--- config.mk ---
export PLATFORM = sky130hd
export DESIGN_NAME = paralelo_serial_tx_flat
export DESIGN_NICKNAME = d
export VERILOG_FILES = /design/src/rtl/paralelo_serial_tx_if.sv /design/src/rtl/paralelo_serial_tx.sv /design/src/flat_wrapper.sv
export SDC_FILE = /design/constraint.sdc
export NUM_CORES = 1
export LEC_CHECK = 0
export BUFFER_PORTS_ARGS = -buffer_cell sky130_fd_sc_hd__clkbuf_2
export CORE_MARGIN = 2
export CORE_UTILIZATION = 26
export CTS_CLUSTER_DIAMETER = 60
export DETAILED_ROUTE_END_ITERATION = 7
export PLACE_DENSITY = 0.51
export SLEW_MARGIN = 20
export SYNTH_ARGS = -nofsm -noshare
export SYNTH_HDL_FRONTEND = slang
export SYNTH_SLANG_ARGS = --single-unit
--- constraint.sdc ---
create_clock -name clk_32f -period 2.1 [get_ports clk_32f]
set_clock_uncertainty 0.05 [all_clocks]
set_input_delay 0.105 -clock clk_32f [delete_from_list [all_inputs] [get_ports clk_32f]]
set_output_delay 0.105 -clock clk_32f [all_outputs]
set_load 0.02 [all_outputs]
--- src/rtl/paralelo_serial_tx_if.sv ---
// Byte-in / bit-out bus of the parallel-to-serial transmitter.
// The producer side is the master; the transmitter is the slave.
interface paralelo_serial_tx_if;
    logic [7:0] data_in;
    logic       valid_in;
    logic       ready_out;
    logic       data_out;
    logic       sym_start;
    logic       data_sym;
    logic       active;

    modport master (
        output data_in,
        output valid_in,
        input  ready_out,
        input  data_out,
        input  sym_start,
        input  data_sym,
        input  active
    );

    modport slave (
        input  data_in,
        input  valid_in,
        output ready_out,
        output data_out,
        output sym_start,
        output data_sym,
        output active
    );
endinterface

--- src/rtl/paralelo_serial_tx.sv ---
// Parallel-to-serial transmitter feeding the serial-to-parallel receiver.
// Bytes are shifted out MSB-first, one bit per clk_32f cycle. When no byte
// is pending, the COM symbol fills the line so the receiver can lock.
// After reset, a run of MIN_COM COM symbols goes out before data is accepted.
module paralelo_serial_tx #(
    parameter logic [7:0]  IDLE_SYM = 8'hBC,
    parameter int unsigned MIN_COM  = 4
) (
    input logic                 clk_32f,
    input logic                 reset,
    paralelo_serial_tx_if.slave bus
);
    typedef enum logic {
        INIT = 1'b0,
        RUN  = 1'b1
    } state_t;

    localparam logic [3:0] LAST_COM = 4'(MIN_COM - 1);

    state_t     state;
    state_t     next_state;
    logic [7:0] shreg;
    logic [7:0] byte_buf;
    logic [2:0] bit_cnt;
    logic       buf_full;
    logic [3:0] com_cnt;
    logic       cur_is_data;

    logic       boundary;
    logic       accept;
    logic       ready;
    logic       data_out_r;
    logic       sym_start_r;
    logic       data_sym_r;
    logic       active_r;

    assign boundary = (bit_cnt == 3'd7);
    assign accept   = bus.valid_in && ready;

    // State register: INIT after reset, RUN is left only through reset.
    always_ff @(posedge clk_32f) begin
        if (!reset) begin
            state <= INIT;
        end else begin
            state <= next_state;
        end
    end

    // Next state: leave INIT at the end of the last mandatory COM symbol.
    always_comb begin
        next_state = state;
        if ((state == INIT) && boundary && (com_cnt == LAST_COM)) begin
            next_state = RUN;
        end
    end

    // Handshake output: a byte can be taken whenever RUN has a free buffer.
    always_comb begin
        ready = (state == RUN) && !buf_full;
    end

    // Bit position inside the current symbol and count of COMs sent in INIT.
    always_ff @(posedge clk_32f) begin
        if (!reset) begin
            bit_cnt <= 3'd0;
            com_cnt <= 4'd0;
        end else begin
            bit_cnt <= bit_cnt + 3'd1;
            if ((state == INIT) && boundary) begin
                com_cnt <= com_cnt + 4'd1;
            end
        end
    end

    // Shift register load at each symbol boundary; buffer occupancy flag.
    // A byte accepted on the boundary cycle lands in the buffer only and
    // waits for the following boundary, so load and accept never collide.
    always_ff @(posedge clk_32f) begin
        if (!reset) begin
            shreg       <= IDLE_SYM;
            cur_is_data <= 1'b0;
            buf_full    <= 1'b0;
        end else begin
            if (boundary) begin
                if ((state == RUN) && buf_full) begin
                    shreg       <= byte_buf;
                    cur_is_data <= 1'b1;
                    buf_full    <= 1'b0;
                end else begin
                    shreg       <= IDLE_SYM;
                    cur_is_data <= 1'b0;
                end
            end
            if (accept) begin
                buf_full <= 1'b1;
            end
        end
    end

    // Holding buffer data; its validity is tracked by buf_full alone.
    always_ff @(posedge clk_32f) begin
        if (accept) begin
            byte_buf <= bus.data_in;
        end
    end

    // Registered serial outputs; ~bit_cnt selects bit 7 down to bit 0.
    always_ff @(posedge clk_32f) begin
        if (!reset) begin
            data_out_r  <= 1'b0;
            sym_start_r <= 1'b0;
            data_sym_r  <= 1'b0;
            active_r    <= 1'b0;
        end else begin
            data_out_r  <= shreg[~bit_cnt];
            sym_start_r <= (bit_cnt == 3'd0);
            data_sym_r  <= cur_is_data;
            active_r    <= (state == RUN);
        end
    end

    assign bus.ready_out = ready;
    assign bus.data_out  = data_out_r;
    assign bus.sym_start = sym_start_r;
    assign bus.data_sym  = data_sym_r;
    assign bus.active    = active_r;

endmodule

--- src/flat_wrapper.sv ---
// flat-port wrapper written by rule: the top's interface ports become plain ports
module paralelo_serial_tx_flat 
#(
    parameter logic [7:0]  IDLE_SYM = 8'hBC,
    parameter int unsigned MIN_COM  = 4
)
  (clk_32f, reset, bus_data_in, bus_valid_in, bus_ready_out, bus_data_out, bus_sym_start, bus_data_sym, bus_active);
  paralelo_serial_tx_if bus_i ();
  input logic clk_32f;
  input logic reset;
  input wire logic [$bits(bus_i.data_in)-1:0] bus_data_in;
  input wire logic [$bits(bus_i.valid_in)-1:0] bus_valid_in;
  output wire logic [$bits(bus_i.ready_out)-1:0] bus_ready_out;
  output wire logic [$bits(bus_i.data_out)-1:0] bus_data_out;
  output wire logic [$bits(bus_i.sym_start)-1:0] bus_sym_start;
  output wire logic [$bits(bus_i.data_sym)-1:0] bus_data_sym;
  output wire logic [$bits(bus_i.active)-1:0] bus_active;
  assign bus_i.data_in = bus_data_in;
  assign bus_i.valid_in = bus_valid_in;
  assign bus_ready_out = bus_i.ready_out;
  assign bus_data_out = bus_i.data_out;
  assign bus_sym_start = bus_i.sym_start;
  assign bus_data_sym = bus_i.data_sym;
  assign bus_active = bus_i.active;
  paralelo_serial_tx #(.IDLE_SYM(IDLE_SYM), .MIN_COM(MIN_COM)) u_core (.clk_32f(clk_32f), .reset(reset), .bus(bus_i));
endmodule
==> flow_summary.toml, run 1 <==
[outcome]
outcome = "complete, no violations"

[placement]
hpwlAfterDp_microns = 1360
dpl.cell_count = 159
postPlaceCellArea_sq_um = 1220
gp_congestion = 0.695
io_buffers = 15

[critical_path]
critPathKind = "flop to flop"
start_kind = "flop"
cp_slowest_stage_delay_ns = 0.39
crit_path_end_kind = "flop"
crit_required_ns = 2.22
crit_arrival_ns = 1.74
crit_slowest_cell = "dfxtp_1"
cp_max_fo = 11
path_common_cell = "ha_1"
crit_chain = "ha_1 -> ha_1 -> buf_4 -> nand3_1 -> o22ai_1 -> nand2_1"

[power]
powerDensity_nw_per_um2 = 795
finalPower_uw = 1110
leakagePower_uw = 0.000563
vdd_ir_drop_max_mv = 0.298

[logic_synthesis]
synthXorXnorAreaFrac = 0.0160
ys_ff_latch = 30
avgSynthCellArea_sq_um = 11.4
synth-compound-area-share = 0.0802
synth_simple_gate_area_frac = 0.160
synth.most_common_cell = "dfxtp_1"
synth_cells = 96
ys_async_sr_fraction = 0
yosysTopAreaCell = "dfxtp_1"
synthMuxAreaShare = 0.0527
syn_nets = 111
synthTopCellsByArea = "dfxtp_1, edfxtp_1, ha_1"
synth_top_area_share = 0.403
synth_edf_count = 8
yosysSeqAreaShare = 0.623
syn_area_sq_um = 1090
synth_top_family_by_area = "simple AND/OR/NAND/NOR gates"
synth_adder_area_share = 0.0458
synthTopCellsByCount = "dfxtp_1, nor2_1, edfxtp_1"
ys_warn_count = 0
synthFlopType = "dfxtp_1"
ys_types = 25

[hold_path]
hp-class = "primary input to flop"

[cts]
h-tree-depth = 2
clock_latency_ns = 0.28
cts_tree = "yes"
path_clk_slew_ns = 0.06
cts_sinks = 30
clockBufferDepth = 2
ctsResizeCount = 0
tritoncts.num_buffers = 5
cts-root-buf = "clkbuf_8"

[grt]
grt_max_degree = 13
grt_pass1_wl_microns = 3390
overflow = 0
antenna_found_initial = 0
grt.total_usage = 0.102
grt_pass1_vias = 764

[detailed_routing]
drc = 0
first_iter_violations = 14
first_pass_iters = 4
wl_microns = 2020
wire_per_inst_microns = 11.6
vias_per_cell = 4.31
vias = 755
ant_nets = 0

[timing]
min_period_ns = 1.62
tns_ns = 0
slew_violations = 0
rsz0062_at_grt = "no"
worst_slew_pin_slew_ns = 0.400
setup_violations = 0
hold_viol = 0
relSlewSlack = 0.733
fmax_mhz = 617
finalCritPeriodShare = 0.771

[finish]
area_growth_pct = 27.3
final_util = 0.345
drive_gt1_frac = 0.192
n_antenna_cell = 0
fin_cells = 175
final_nets = 139
final_area_sq_um = 1390

[floorplan]
die_h_microns = 68.8
die_w_microns = 68.8
fp.coreArea_sq_um = 4030
initial_utilization = 0.271
rows = 23
io_pins = 16
dieArea_sq_um = 4740

[run]
cap_violations = 0
where the power goes:
part / switching (uW) / total (uW) / internal [uW]
combinational: 26.0 / 56.5 / 30.5
sequential: 6.91 / 609 / 602
clock: 215 / 441 / 226
worst paths after layout:
check | from | endpoint | slack [ns] | depth (start not counted)
setup / recovery | u_core.bit_cnt[0]$_SDFF_PN0_ | u_core.shreg[3]$_SDFFE_PN1N_ | 0.48 | 6
hold / removal | reset | u_core.shreg[4]$_SDFFE_PN1N_ | 0.06 | 2
setup reg to reg | u_core.bit_cnt[0]$_SDFF_PN0_ | u_core.shreg[3]$_SDFFE_PN1N_ | 0.48 | 6
hold reg to reg | u_core.cur_is_data$_SDFFE_PN0N_ | u_core.bus.data_sym$_SDFF_PN0_ | 0.43 | 1
critical path, delay by kind of cell, from the launching register on:
family | cells | cell delay (ns)
AO/OA/AOI/OAI | 1 | 0.19
adder cells (fa/ha/maj) | 2 | 0.39
buffers and inverters | 1 | 0.20
AND/OR/NAND/NOR | 2 | 0.28
flip-flops | 1 | 0.39
timing repair:
item	in CTS	in global routing
buffers inserted	0	0
endpoints found under the hold margin	8	0
hold buffers	8	0
layer usage:
| layer | vias to the layer above | global-route usage | part of all wire |
|---|---|---|---|
| li1 | 387 | - | - |
| met1 | 343 | 0.111 | 0.45 |
| met2 | 23 | 0.162 | 0.49 |
| met3 | 2 | 0.0584 | 0.060 |
| met4 | 0 | 0.0441 | 0.0054 |
| met5 | - | 0 | 0 |
cell families after synthesis:
kind of cell / Yosys count
compound gates: 15
xor+xnor: 2
fa+ha+maj: 4
buf+inv: 6
flops: 30
mux: 4
simple gates: 35
registers in the layout, summed over array words and instances, names as in the netlist:
signal	cells
u_core.bit_cnt	3
u_core.byte_buf	8
u_core.shreg	8
u_core.com_cnt	4
u_core.state	1
u_core.cur_is_data	1
u_core.bus.data_out	1
u_core.bus.sym_start	1
u_core.bus.data_sym	1
u_core.buf_full	1
u_core.bus.active	1
placed cells by master, fill, tap and decap left out, types with 2 or more instances in the layout:
cell           count
nand2b_1           3
nand2_1            7
dlygate4sd3_1      8
dfxtp_1           22
o22ai_1            6
clkbuf_8           5
and2_1             4
clkbuf_2          15
nand3_1            2
nor2_1            11
nor2b_1            4
ha_1               4
xor2_1             2
mux2i_1            2
a21oi_1            6
inv_1              3
edfxtp_1           8
stage by stage:
stage | hold slack (ns) | setup slack (ns)
after floorplan | 0.154 | 0.646
after global placement | 0.233 | 0.586
after detailed placement | 0.234 | 0.486
after CTS | 0.0551 | 0.472
after global routing | 0.0567 | 0.343
final | 0.0583 | 0.480
layout make-up:
| class | instances | area [sq um] |
|---|---|---|
| fill | 427 | 2640 |
| multi-input combinational | 60 | 388 |
| clock buffer | 5 | 68.8 |
| timing repair buffer | 24 | 163 |
| clock inverter | 3 | 16.3 |
| inverter | 3 | 11.3 |
| tap | 50 | 62.6 |
| sequential | 30 | 681 |
Power figures use the tool's default switching activity.
==> inputs of run 2 (changes only) <==
- PLACE_DENSITY: 0.51 -> 0.52
- clock period: 2.1 -> 1.3 ns (I/O delays scaled with it)
==> flow_summary.toml, run 2 (synthesis results as in run 1) <==
[outcome]
outcome = "complete, no violations"

[finish]
final_util = 0.392
multiInputGateArea_sq_um = 479
drive_gt1_frac = 0.391
layout_commonest_cell = "dfxtp_1"
reg_top3 = "u_core.byte_buf (8), u_core.shreg (8), u_core.com_cnt (4)"
final_cell_mix = "dfxtp_1, clkbuf_2, nor2_1"
area_growth_pct = 44.6
seqCellArea_sq_um = 691
num-fill-cells = 394
n_antenna_cell = 0
final_nets = 147

[power]
vdd_ir_drop_max_mv = 0.740
leakagePower_uw = 0.000634
powerDensity_nw_per_um2 = 1260

[timing]
fin_ws_ns = 0.00801
holdWs_ns = 0.0211
fmax_mhz = 774
finalCritPeriodShare = 0.994
hold_viol = 0
relSlewSlack = 0.720
setup_violations = 0
min_period_ns = 1.29
rsz0062_at_grt = "yes"
worst_slew_pin_slew_ns = 0.420
slew_violations = 0

[critical_path]
crit_path_end_kind = "flop"
start_kind = "flop"
critPathKind = "flop to flop"
cp_max_fo = 5
crit_required_ns = 1.46
crit_arrival_ns = 1.45

[grt]
grt_max_degree = 13
antenna_found_initial = 0
grt.total_usage = 0.102
overflow = 0
grt_pass1_wl_microns = 3380
grt_pass1_vias = 779

[cts]
cts_sinks = 30
clockBufferDepth = 2
post-cts-setup-buffers = 0
tritoncts.num_buffers = 5
h-tree-depth = 2
path_clk_slew_ns = 0.06
clock_latency_ns = 0.28
cts_tree = "yes"
cts-root-buf = "clkbuf_8"

[floorplan]
dieArea_sq_um = 4740
initial_utilization = 0.271
io_pins = 16
die_h_microns = 68.8
fp.coreArea_sq_um = 4030
rows = 23
die_w_microns = 68.8

[detailed_routing]
first_pass_iters = 4
ant_nets = 0
vias_per_cell = 4.33
wire_per_inst_microns = 11.0
wl_microns = 2010
first_iter_violations = 16
drc = 0
vias = 793

[placement]
io_buffers = 15
pre_cts_ws_ns = -0.0424
hpwlAfterDp_microns = 1360
gp_congestion = 0.687

[run]
cap_violations = 0

[hold_path]
hp-class = "primary input to flop"
[run 2: cell count changes in the layout (fill, tap and decap cells not counted), moves of 2 or more]
cell     delta
a21oi_1     -3
a21oi_2     +3
buf_4       +7
dfxtp_1     -4
dfxtp_2     +2
dfxtp_4     +2
ha_1        -2
ha_4        +2
o22ai_1     -4
o22ai_2     +4
[run 2: per-stage QoR]
stage	power [uW]	TNS [ns]	std cells	area, sq um
after floorplan	1050	0	96	1140
after global placement	1090	-0.0120	167	1330
after detailed placement	1090	-0.138	167	1330
after CTS	2020	-0.0135	183	1520
after global routing	2090	-0.329	183	1580
final	1990	0	183	1580
[run 2: metal layers]
layer / global-route usage / wire length (microns)
met5: 0 / 0
met4: 0.0515 / 16
met3: 0.0487 / 123
met2: 0.169 / 978
met1: 0.106 / 887
[run 2: layout make-up]
type	count	area share
multi-input cells	60	0.303
clock buffers	5	0.0436
inverters	3	0.00713
flip-flops and latches	30	0.437
well taps	50	0.0396
clock inverters	3	0.0254
repair buffers	32	0.143
[run 2: final timing paths]
kind	slack, ns	depth (start not counted)	endpoint	startpoint
max reg2reg	0.008	5	u_core.com_cnt[3]$_SDFFE_PN0P_	u_core.bit_cnt[1]$_SDFF_PN0_
max	0.008	5	u_core.com_cnt[3]$_SDFFE_PN0P_	u_core.bit_cnt[1]$_SDFF_PN0_
min reg2reg	0.41	1	u_core.bus.sym_start$_SDFF_PN0_	u_core.bit_cnt[2]$_SDFF_PN0_
min	0.02	2	u_core.shreg[5]$_SDFFE_PN1N_	reset
[run 2: repair_timing]
item / 4_1_cts / 5_1_grt
endpoints found under the hold margin: 8 / 0
resized for setup: 3 / 14
pin swaps: 1 / 6
hold buffers: 8 / 0
setup endpoints to repair: 7 / 18
cloned: 0 / 0
[run 2: where the power goes]
group / switching (uW) / internal [uW] / leakage (uW) / total (uW)
clock: 337 / 563 / 0.0000579 / 900
sequential: 11.2 / 973 / 0.000253 / 984
combinational: 49.5 / 61.4 / 0.000323 / 111
total: 398 / 1600 / 0.000634 / 1990
[run 2: worst max-delay path: stages (launching register included)]
cell and delay, ns:
dfxtp_4 0.36, ha_4 0.14, ha_4 0.17, nand2b_4 0.06, or3_4 0.33, a21oi_2 0.12
